[src/rtl/mips_main_ctrl_if.sv]
// mips_main_ctrl_if: bundle between the multicycle main control FSM and the
// datapath / memory.
//   master modport: the controller (samples opcode/memReady, drives controls)
//   slave modport : the datapath side (drives opcode/memReady, takes controls)
// Signals:
//   opcode     - instruction[31:26] from the instruction register
//   memReady   - memory finished the current read/write this cycle
//   pcWrite, branchEq, branchNe, pcSrc        - PC update controls
//   iOrD, memRead, memWrite, irWrite           - memory / IR controls
//   regDst, memToReg, regWrite                 - register file write controls
//   aluSrcA, aluSrcB, aluOp                    - ALU operand / operation controls
//   illegalOp, memTimeout                      - one-cycle event pulses
//   state                                      - current FSM state code (debug)
interface mips_main_ctrl_if;
    logic [5:0] opcode;
    logic       memReady;
    logic       pcWrite;
    logic       branchEq;
    logic       branchNe;
    logic [1:0] pcSrc;
    logic       iOrD;
    logic       memRead;
    logic       memWrite;
    logic       irWrite;
    logic       regDst;
    logic       memToReg;
    logic       regWrite;
    logic       aluSrcA;
    logic [1:0] aluSrcB;
    logic [2:0] aluOp;
    logic       illegalOp;
    logic       memTimeout;
    logic [3:0] state;

    modport master (
        input  opcode, memReady,
        output pcWrite, branchEq, branchNe, pcSrc, iOrD, memRead, memWrite, irWrite,
               regDst, memToReg, regWrite, aluSrcA, aluSrcB, aluOp, illegalOp,
               memTimeout, state
    );

    modport slave (
        output opcode, memReady,
        input  pcWrite, branchEq, branchNe, pcSrc, iOrD, memRead, memWrite, irWrite,
               regDst, memToReg, regWrite, aluSrcA, aluSrcB, aluOp, illegalOp,
               memTimeout, state
    );
endinterface

[src/rtl/mips_main_ctrl.sv]
// mips_main_ctrl: multicycle MIPS main control FSM.
// Ports:
//   clk - system clock, all state updates on the rising edge
//   rst - synchronous active-high reset; forces every output to 0 while high
//   bus - mips_main_ctrl_if.master: opcode/memReady in, datapath controls out
// Parameter:
//   WAIT_LIMIT - cycles a memory state may wait for memReady before aborting
//                to FETCH with a memTimeout pulse; 0 waits forever (1..255).
module mips_main_ctrl #(
    parameter int unsigned WAIT_LIMIT = 16
) (
    input logic              clk,
    input logic              rst,
    mips_main_ctrl_if.master bus
);

    localparam logic [3:0] FETCH    = 4'd0;
    localparam logic [3:0] DECODE   = 4'd1;
    localparam logic [3:0] MEMADR   = 4'd2;
    localparam logic [3:0] MEMREAD  = 4'd3;
    localparam logic [3:0] MEMWB    = 4'd4;
    localparam logic [3:0] MEMWRITE = 4'd5;
    localparam logic [3:0] EXECUTE  = 4'd6;
    localparam logic [3:0] ALUWB    = 4'd7;
    localparam logic [3:0] EXECUTEI = 4'd8;
    localparam logic [3:0] IMMWB    = 4'd9;
    localparam logic [3:0] BRANCH   = 4'd10;
    localparam logic [3:0] JUMP     = 4'd11;

    localparam bit         TIMEOUT_EN = (WAIT_LIMIT != 0);
    // Only meaningful when TIMEOUT_EN; wraps harmlessly for WAIT_LIMIT == 0.
    localparam logic [7:0] LIMIT_M1   = 8'(WAIT_LIMIT - 1);

    logic [3:0] state_q, state_d;
    logic [7:0] cnt_q, cnt_d;
    logic       mem_wait;
    logic       timeout;

    // A memory-facing state that is still waiting on memReady this cycle.
    assign mem_wait = (state_q == FETCH || state_q == MEMREAD || state_q == MEMWRITE)
                      && !bus.memReady;
    // memReady on the limit cycle clears mem_wait, so a normal transition wins.
    assign timeout  = TIMEOUT_EN && mem_wait && (cnt_q == LIMIT_M1);

    always_comb begin
        state_d        = state_q;
        bus.pcWrite    = 1'b0;
        bus.branchEq   = 1'b0;
        bus.branchNe   = 1'b0;
        bus.pcSrc      = 2'b00;
        bus.iOrD       = 1'b0;
        bus.memRead    = 1'b0;
        bus.memWrite   = 1'b0;
        bus.irWrite    = 1'b0;
        bus.regDst     = 1'b0;
        bus.memToReg   = 1'b0;
        bus.regWrite   = 1'b0;
        bus.aluSrcA    = 1'b0;
        bus.aluSrcB    = 2'b00;
        bus.aluOp      = 3'b000;
        bus.illegalOp  = 1'b0;
        bus.memTimeout = 1'b0;
        bus.state      = 4'd0;

        if (!rst) begin
            bus.state = state_q;
            case (state_q)
                FETCH: begin
                    bus.memRead = 1'b1;
                    bus.aluSrcB = 2'b01;
                    if (bus.memReady) begin
                        bus.irWrite = 1'b1;
                        bus.pcWrite = 1'b1;
                        state_d     = DECODE;
                    end
                end
                DECODE: begin
                    // Precompute the branch target into ALUOut.
                    bus.aluSrcB = 2'b11;
                    case (bus.opcode)
                        6'h23, 6'h2B:                      state_d = MEMADR;
                        6'h00:                             state_d = EXECUTE;
                        6'h08, 6'h0C, 6'h0D, 6'h0E, 6'h0A: state_d = EXECUTEI;
                        6'h04, 6'h05:                      state_d = BRANCH;
                        6'h02:                             state_d = JUMP;
                        default: begin
                            bus.illegalOp = 1'b1;
                            state_d       = FETCH;
                        end
                    endcase
                end
                MEMADR: begin
                    bus.aluSrcA = 1'b1;
                    bus.aluSrcB = 2'b10;
                    state_d     = (bus.opcode == 6'h23) ? MEMREAD : MEMWRITE;
                end
                MEMREAD: begin
                    bus.memRead = 1'b1;
                    bus.iOrD    = 1'b1;
                    if (bus.memReady) state_d = MEMWB;
                end
                MEMWB: begin
                    bus.memToReg = 1'b1;
                    bus.regWrite = 1'b1;
                    state_d      = FETCH;
                end
                MEMWRITE: begin
                    bus.memWrite = 1'b1;
                    bus.iOrD     = 1'b1;
                    if (bus.memReady) state_d = FETCH;
                end
                EXECUTE: begin
                    bus.aluSrcA = 1'b1;
                    bus.aluOp   = 3'b010;
                    state_d     = ALUWB;
                end
                ALUWB: begin
                    bus.regDst   = 1'b1;
                    bus.regWrite = 1'b1;
                    state_d      = FETCH;
                end
                EXECUTEI: begin
                    bus.aluSrcA = 1'b1;
                    bus.aluSrcB = 2'b10;
                    bus.aluOp   = 3'b011;
                    state_d     = IMMWB;
                end
                IMMWB: begin
                    bus.regWrite = 1'b1;
                    state_d      = FETCH;
                end
                BRANCH: begin
                    bus.aluSrcA  = 1'b1;
                    bus.aluOp    = 3'b001;
                    bus.pcSrc    = 2'b01;
                    bus.branchEq = (bus.opcode == 6'h04);
                    bus.branchNe = (bus.opcode == 6'h05);
                    state_d      = FETCH;
                end
                JUMP: begin
                    bus.pcSrc   = 2'b10;
                    bus.pcWrite = 1'b1;
                    state_d     = FETCH;
                end
                default: state_d = FETCH;
            endcase

            if (timeout) begin
                bus.memTimeout = 1'b1;
                state_d        = FETCH;
            end
        end
    end

    // Counter restarts on every state change and on a timeout (which may
    // re-enter FETCH from FETCH without a visible state change).
    always_comb begin
        cnt_d = cnt_q;
        if (state_d != state_q || timeout) begin
            cnt_d = 8'd0;
        end else if (mem_wait) begin
            cnt_d = cnt_q + 8'd1;
        end
    end

    always_ff @(posedge clk) begin
        if (rst) begin
            state_q <= FETCH;
            cnt_q   <= 8'd0;
        end else begin
            state_q <= state_d;
            cnt_q   <= cnt_d;
        end
    end

endmodule

[src/flat_wrapper.sv]
// flat-port wrapper written by rule: the top's interface ports become plain ports
module mips_main_ctrl_flat 
#(
    parameter int unsigned WAIT_LIMIT = 16
)
  (clk, rst, bus_opcode, bus_memReady, bus_pcWrite, bus_branchEq, bus_branchNe, bus_pcSrc, bus_iOrD, bus_memRead, bus_memWrite, bus_irWrite, bus_regDst, bus_memToReg, bus_regWrite, bus_aluSrcA, bus_aluSrcB, bus_aluOp, bus_illegalOp, bus_memTimeout, bus_state);
  mips_main_ctrl_if bus_i ();
  input logic clk;
  input logic rst;
  input wire logic [$bits(bus_i.opcode)-1:0] bus_opcode;
  input wire logic [$bits(bus_i.memReady)-1:0] bus_memReady;
  output wire logic [$bits(bus_i.pcWrite)-1:0] bus_pcWrite;
  output wire logic [$bits(bus_i.branchEq)-1:0] bus_branchEq;
  output wire logic [$bits(bus_i.branchNe)-1:0] bus_branchNe;
  output wire logic [$bits(bus_i.pcSrc)-1:0] bus_pcSrc;
  output wire logic [$bits(bus_i.iOrD)-1:0] bus_iOrD;
  output wire logic [$bits(bus_i.memRead)-1:0] bus_memRead;
  output wire logic [$bits(bus_i.memWrite)-1:0] bus_memWrite;
  output wire logic [$bits(bus_i.irWrite)-1:0] bus_irWrite;
  output wire logic [$bits(bus_i.regDst)-1:0] bus_regDst;
  output wire logic [$bits(bus_i.memToReg)-1:0] bus_memToReg;
  output wire logic [$bits(bus_i.regWrite)-1:0] bus_regWrite;
  output wire logic [$bits(bus_i.aluSrcA)-1:0] bus_aluSrcA;
  output wire logic [$bits(bus_i.aluSrcB)-1:0] bus_aluSrcB;
  output wire logic [$bits(bus_i.aluOp)-1:0] bus_aluOp;
  output wire logic [$bits(bus_i.illegalOp)-1:0] bus_illegalOp;
  output wire logic [$bits(bus_i.memTimeout)-1:0] bus_memTimeout;
  output wire logic [$bits(bus_i.state)-1:0] bus_state;
  assign bus_i.opcode = bus_opcode;
  assign bus_i.memReady = bus_memReady;
  assign bus_pcWrite = bus_i.pcWrite;
  assign bus_branchEq = bus_i.branchEq;
  assign bus_branchNe = bus_i.branchNe;
  assign bus_pcSrc = bus_i.pcSrc;
  assign bus_iOrD = bus_i.iOrD;
  assign bus_memRead = bus_i.memRead;
  assign bus_memWrite = bus_i.memWrite;
  assign bus_irWrite = bus_i.irWrite;
  assign bus_regDst = bus_i.regDst;
  assign bus_memToReg = bus_i.memToReg;
  assign bus_regWrite = bus_i.regWrite;
  assign bus_aluSrcA = bus_i.aluSrcA;
  assign bus_aluSrcB = bus_i.aluSrcB;
  assign bus_aluOp = bus_i.aluOp;
  assign bus_illegalOp = bus_i.illegalOp;
  assign bus_memTimeout = bus_i.memTimeout;
  assign bus_state = bus_i.state;
  mips_main_ctrl #(.WAIT_LIMIT(WAIT_LIMIT)) u_core (.clk(clk), .rst(rst), .bus(bus_i));
endmodule
[config.mk]
export PLATFORM = sky130hd
export DESIGN_NAME = mips_main_ctrl_flat
export DESIGN_NICKNAME = d
export VERILOG_FILES = /design/src/rtl/mips_main_ctrl_if.sv /design/src/rtl/mips_main_ctrl.sv /design/src/flat_wrapper.sv
export SDC_FILE = /design/constraint.sdc
export NUM_CORES = 1
export LEC_CHECK = 0
export ABC_AREA = 0
export BUFFER_PORTS_ARGS = -buffer_cell sky130_fd_sc_hd__buf_4
export CORE_MARGIN = 2
export CORE_UTILIZATION = 40
export DETAILED_ROUTE_END_ITERATION = 8
export GPL_ROUTABILITY_DRIVEN = 1
export PLACE_DENSITY = 0.63
export SYNTH_ARGS = -nofsm -noshare
export SYNTH_HDL_FRONTEND = slang
export SYNTH_SLANG_ARGS = --single-unit
[constraint.sdc]
create_clock -name clk -period 6.04 [get_ports clk]
set_clock_uncertainty 0.1 [all_clocks]
set_input_delay 0.604 -clock clk [delete_from_list [all_inputs] [get_ports clk]]
set_output_delay 0.604 -clock clk [all_outputs]
set_load 0.01 [all_outputs]
Word-level counts from Yosys, hierarchy flattened
Index checks and enable logic that the tools add are counted.
{ "word_totals": {"elab_cells": 87, "out_inout_bits": 24, "inputBits": 9, "ff_bits": 12} }
{ "classes": {"addsub": 1, "n_reduce_logical": 18, "eq_ne": 23, "n_mux": 43} }
{ "op_table": {"columns": ["operator", "count"], "rows": [
  ["== test 6 x 4 -> 1 bit, second input constant", 5],
  ["one-hot mux 4 bit (7 select lines)", 1],
  ["two-way mux 1 bit", 27],
  ["two-way mux 4 bit", 6],
  ["one-hot mux 4 bit (5 select lines)", 1],
  ["== test 4 x 3 -> 1 bit, second input constant", 4],
  ["== test 4 bit, second input constant", 4],
  ["== test 6 x 3 -> 1 bit, second input constant", 2],
  ["== test 6 bit, second input constant", 2],
  ["one-hot mux 2 bit (3 select lines)", 2],
  ["OR reduction 2 bit", 6],
  ["OR reduction 11 bit", 1],
  ["adder 8 x 1 -> 8 bit, second input constant", 1],
  ["== test 4 x 2 -> 1 bit, second input constant", 2],
  ["== test 8 x 4 -> 1 bit, second input constant", 1],
  ["== test 6 x 2 -> 1 bit, second input constant", 1],
  ["logical NOT 6 bit", 1],
  ["two-way mux 3 bit", 2],
  ["OR reduction 5 bit", 1],
  ["== test 4 x 1 -> 1 bit, second input constant", 1],
  ["logical NOT 4 bit", 1],
  ["two-way mux 2 bit", 2],
  ["inequality test 4 bit", 1],
  ["one-hot mux 2 bit (2 select lines)", 1],
  ["6 further kinds", 9]
]} }

Depth between registers and ports, before layout
{ "logic_depth": {"word_depth": 10, "mapped_depth": 8, "mapped_depth_nobuf": 7} }

Least setup slack after synthesis
OpenSTA, ideal clock, no wires.
{ "synth_path": {"kind": "in2out", "startpoint": "input port bus_memReady", "endpoint": "output port bus_memTimeout", "path_slack_ns": 3.646, "arrival_ns": 1.690, "path_stages": 3, "path_buffers": 0, "t_required_ns": 5.336, "path_cell_list": "or3b_1 -> a211o_4 -> nor4_1"} }
{ "synth_between": {"elab_chain_len": 5} }
{ "synth_lines": {"columns": ["element", "line_no", "rtl"], "rows": [
  ["from (decl)", "flat_wrapper.sv:11", "input wire logic [$bits(bus_i.memReady)-1:0] bus_memReady;"],
  ["logical NOT 1 bit", "mips_main_ctrl.sv:41", "&& !bus.memReady;"],
  ["logical AND 1 bit", "mips_main_ctrl.sv:41", null],
  ["logical AND 1 bit", "mips_main_ctrl.sv:43", "assign timeout = TIMEOUT_EN && mem_wait && (cnt_q == LIMIT_M1);"],
  ["two-way mux 1 bit", "mips_main_ctrl.sv:148", "if (timeout) begin"],
  ["two-way mux 1 bit", "mips_main_ctrl.sv:65", "if (!rst) begin"],
  ["to (decl)", "flat_wrapper.sv:27", "output wire logic [$bits(bus_i.memTimeout)-1:0] bus_memTimeout;"]
]} }
No other way between the ends.

Final worst setup path
{ "layout_path": {"startpoint": "register u_core.state_q[2]", "endpoint": "output port bus_memTimeout"} }
{ "layout_between": {"elab_chain_len": 7, "elab_cells_between_ends": 9, "classes_between": "eq/ne (2); mux (2); reduce/logical (5)"} }
{ "layout_lines": {"columns": ["element", "line_no", "rtl"], "rows": [
  ["from (decl)", "mips_main_ctrl.sv:34", "logic [3:0] state_q, state_d;"],
  ["from (signal assigned)", "mips_main_ctrl.sv:171", "state_q <= state_d;"],
  ["== test 4 x 2 -> 1 bit or logical NOT 4 bit (tied branches)", "mips_main_ctrl.sv:40", "assign mem_wait = (state_q == FETCH || state_q == MEMREAD || state_q == MEMWRITE)"],
  ["logical OR 1 bit", "mips_main_ctrl.sv:40", null],
  ["logical OR 1 bit (*)", "mips_main_ctrl.sv:40", null],
  ["logical AND 1 bit (*)", "mips_main_ctrl.sv:41", null],
  ["logical AND 1 bit (*)", "mips_main_ctrl.sv:43", null],
  ["two-way mux 1 bit (*)", "mips_main_ctrl.sv:148", null],
  ["two-way mux 1 bit (*)", "mips_main_ctrl.sv:65", null]
]} }
Mark *: on every way between the ends. The rest lies on a longest branch, timed or not.

==> flow_results.org <==
** Outcome
- The flow ran to the end, and the final reports show no timing, DRC or antenna violations.

** Global routing
- The via count of the first global-routing pass came to around 1100.
- Number of antenna violations at the first check in global routing :: 0
- Across every metal layer, demand over resource in global routing totals 0.1939.
- The first global-routing pass estimated 5209 um of wire.
- Global route overflow :: 0
- Pin count of the biggest net entering global routing :: 26

** Routing
- Residual DRC :: 0
- First-pass DRT Iterations :: 4
- Routed via count :: 1231
- The first routing iteration left 87 violations.
- Final routed wirelength across all metal layers :: 3127 um
- Once detail routing completed, the nets flagged for antenna violations numbered 0.
- Average routed wire per standard cell :: 14.61 um
- Avg Vias per Cell :: 5.752

** Worst hold path
- Min-Delay Path Class :: flip-flop to flip-flop

** Clocking
- Setup Buffers After CTS :: 0
- Buffers inserted to repair hold after CTS numbered 0.
- Resize count post-CTS :: 0
- CTS clk-pin slew, worst paths :: 80 ps
- Clock tree from TritonCTS :: done
- The clock net in this run drives a total of 12 sinks.
- Maximum buffer depth of the clock tree :: 2
- CTS placed an instance of sky130_fd_sc_hd__clkbuf_4 at the clock tree root.
- CTS built an H-tree with a depth of 1.
- Number of buffers added by the clock tree synthesis step :: 3
- The clock reaches the later pin of the worst-skew pair after between 200 and 300 ps.

** Yosys
- For this run, the number of Yosys warnings is 0.
- Count of flip-flops with a built-in enable after synthesis :: 0
- The mapped netlist covers 1174 sq um.
- Register area share after synthesis :: 0.2047
- Share of synthesized flip-flops with an asynchronous set or reset :: 0
- Unique masters post-synth :: 50
- Post-synth top flop :: sky130_fd_sc_hd__dfxtp_1
- Average cell area after synthesis :: between 7 and 8 sq um
- Synthesized Nets :: ~170
- Number of register bits inferred by synthesis :: 12
- Cells after synthesis :: 159

** Cells and area
- For this run, the share of the core covered by cells in the final layout is 0.5124.
- In the final layout, the share of cells above drive strength 1 is 0.2568.
- The repair_antennas step left the layout with diodes totalling 0.
- The area growth from synthesis to layout is 21.43%.
- Layout net count :: approximately 190

** STA
- At the pin with the least slew margin, the transition time is between 700 and 800 ps.
- Total negative slack for setup checks :: 0 ps
- Total count of hold-check failures in the final report :: 0
- Achievable Freq :: 334.6 MHz
- Measured against its own limit, the worst slew margin works out to 0.4859.
- Setup repair after global routing left no endpoint under its margin.
- Counting I/O delays and the setup requirement, the final critical path takes around 3000 ps.
- Number of failing setup endpoints in the final timing report :: 0
- In the finished design, the share of the clock period the worst path needs comes to 0.4948.
- Max-slew violation count :: 0

** Placed design
- Routability-driven placement finished with a final weighted congestion of 0.8226.
- The wire-length estimate of the detail-placed layout is 2278 um.
- Buffers placed on the I/O ports in this run total 31.

** Worst setup path
- Category of the critical setup timing path :: flip-flop to output port
- In this run the worst path has a maximum fanout of 21.
- Type of destination of the critical path :: output port
- At the worst endpoint, the required time is between 5000 and 6000 ps.
- STA classifies the critical path startpoint as a flip-flop.
- Register-to-register setup slack :: 3380 ps
- Endpoint arrival time on the critical path :: 2280 ps

** Floorplan
- Core area :: 2781 sq um
- The die is 58.17 um tall.
- 33 I/O pins were placed.
- The floorplan step set the die width to 58.17 um.
- Starting density of the core :: 0.4220
- Floorplan die area :: 3383 sq um
- In this run the core area contains 19 standard-cell rows.

** Power
- Peak supply drop :: between 100 and 150 uV
- In this run the static leakage power is 0.0005723 uW.
- For this design the ratio of total power to cell area is 137.2 nW/um^2.

** Flow run
- Max-cap viol count :: 0
==> worst paths after layout <==
kind	depth (start not counted)	end	startpoint
min	2	u_core.cnt_q[4]	u_core.cnt_q[4]
max reg2reg	6	u_core.cnt_q[6]	u_core.state_q[2]
max	4	bus_memTimeout	u_core.state_q[2]
min reg2reg	2	u_core.cnt_q[4]	u_core.cnt_q[4]
==> logic make-up after synthesis <==
kind of cell | share of synthesized area
buffers and inverters | 0.06076
adder cells (fa/ha/maj) | 0.01066
flip-flops | 0.2047
other | 0.003195
XOR/XNOR | 0.06716
AND/OR/NAND/NOR | 0.4179
multiplexers | 0.008529
AO/OA/AOI/OAI | 0.2271
==> stage by stage <==
stage / power, uW / cell area, sq um / hold WS, ps / std cells / worst slack, ps
3_5_place_dp: 131.2 / 1389 / 451.4 / 210 / 3424
6_report: 195.5 / 1425 / 469.0 / 214 / 3052
3_3_place_gp: 130.6 / 1389 / 441.8 / 210 / 3478
5_1_grt: 204.4 / 1425 / 500.1 / 214 / 2944
4_1_cts: 195.3 / 1425 / 468.7 / 214 / 3104
2_1_floorplan: 114.2 / 1174 / 420.0 / 159 / 3646
==> cells in the final DEF, fill, tap and decap left out, types with 2 or more instances in the layout <==
master	synthesis	routed
sky130_fd_sc_hd__xnor2_1	5	5
sky130_fd_sc_hd__nand2_1	10	10
sky130_fd_sc_hd__inv_1	4	4
sky130_fd_sc_hd__a21oi_1	8	8
sky130_fd_sc_hd__a211oi_1	3	3
sky130_fd_sc_hd__nor3_1	16	16
sky130_fd_sc_hd__o31ai_4	2	2
sky130_fd_sc_hd__o21ai_0	8	8
sky130_fd_sc_hd__nand4_1	2	2
sky130_fd_sc_hd__nand3_1	3	3
sky130_fd_sc_hd__nand3b_1	3	3
sky130_fd_sc_hd__and3_1	8	8
sky130_fd_sc_hd__nor2b_1	7	7
sky130_fd_sc_hd__a31oi_1	2	2
sky130_fd_sc_hd__nand2b_1	2	2
sky130_fd_sc_hd__xor2_1	4	4
sky130_fd_sc_hd__nor2_1	18	18
sky130_fd_sc_hd__clkbuf_4	0	3
sky130_fd_sc_hd__nor4_1	4	4
sky130_fd_sc_hd__buf_4	1	31
sky130_fd_sc_hd__or2_2	2	2
sky130_fd_sc_hd__dfxtp_1	12	12
==> final cells by class <==
cell class | instances | area [sq um]
multi-input combinational | 132 | 862.1
clock buffer | 4 | 36.28
fill | 278 | 1356
sequential | 12 | 240.2
timing repair buffer | 31 | 232.7
tap | 31 | 38.79
inverter | 4 | 15.01
==> metal layers <==
metal | global-route usage | routed length, um
met1 | 0.2805 | 1583
met2 | 0.3003 | 1378
met3 | 0.02902 | 123
met4 | 0.04983 | 42
met5 | 0 | 0
==> synthesized netlist by cell type, types with 2 or more instances <==
library cell | count | area, sq um
sky130_fd_sc_hd__nor2b_1 | 7 | 43.79
sky130_fd_sc_hd__clkbuf_1 | 5 | 18.77
sky130_fd_sc_hd__a211oi_1 | 3 | 22.52
sky130_fd_sc_hd__nor4_1 | 4 | 25.02
sky130_fd_sc_hd__nand3_1 | 3 | 15.01
sky130_fd_sc_hd__and3_1 | 8 | 50.05
sky130_fd_sc_hd__nand3b_1 | 3 | 22.52
sky130_fd_sc_hd__a21oi_1 | 8 | 40.04
sky130_fd_sc_hd__nand2b_1 | 2 | 12.51
sky130_fd_sc_hd__xnor2_1 | 5 | 43.79
sky130_fd_sc_hd__o21ai_0 | 8 | 40.04
sky130_fd_sc_hd__dfxtp_1 | 12 | 240.2
sky130_fd_sc_hd__inv_1 | 4 | 15.01
sky130_fd_sc_hd__xor2_1 | 4 | 35.03
sky130_fd_sc_hd__or2_2 | 2 | 12.51
sky130_fd_sc_hd__nand2_1 | 10 | 37.54
sky130_fd_sc_hd__a31oi_1 | 2 | 12.51
sky130_fd_sc_hd__nand4_1 | 2 | 12.51
sky130_fd_sc_hd__buf_2 | 3 | 15.01
sky130_fd_sc_hd__nor3_1 | 16 | 80.08
sky130_fd_sc_hd__o31ai_4 | 2 | 42.54
sky130_fd_sc_hd__nor2_1 | 18 | 67.56
==> worst max-delay path, cell delays in order (launching register included) <==
cell,delay [ps]
sky130_fd_sc_hd__dfxtp_1,810
sky130_fd_sc_hd__xnor2_1,290
sky130_fd_sc_hd__a211o_4,420
sky130_fd_sc_hd__nor4_1,300
sky130_fd_sc_hd__buf_4,180
==> power breakdown <==
group	switching (uW)	leakage, uW	internal (uW)
clock network	29.3	0.0000210	36.7
logic	24.8	0.000454	19.4
registers	5.08	0.0000970	80.4
total	59.1	0.000572	136
==> sequential cells by signal (all words and copies together), names as in the netlist <==
signal and flops:
u_core.cnt_q 8, u_core.state_q 4
No activity file was read; power rests on OpenSTA's default activity.
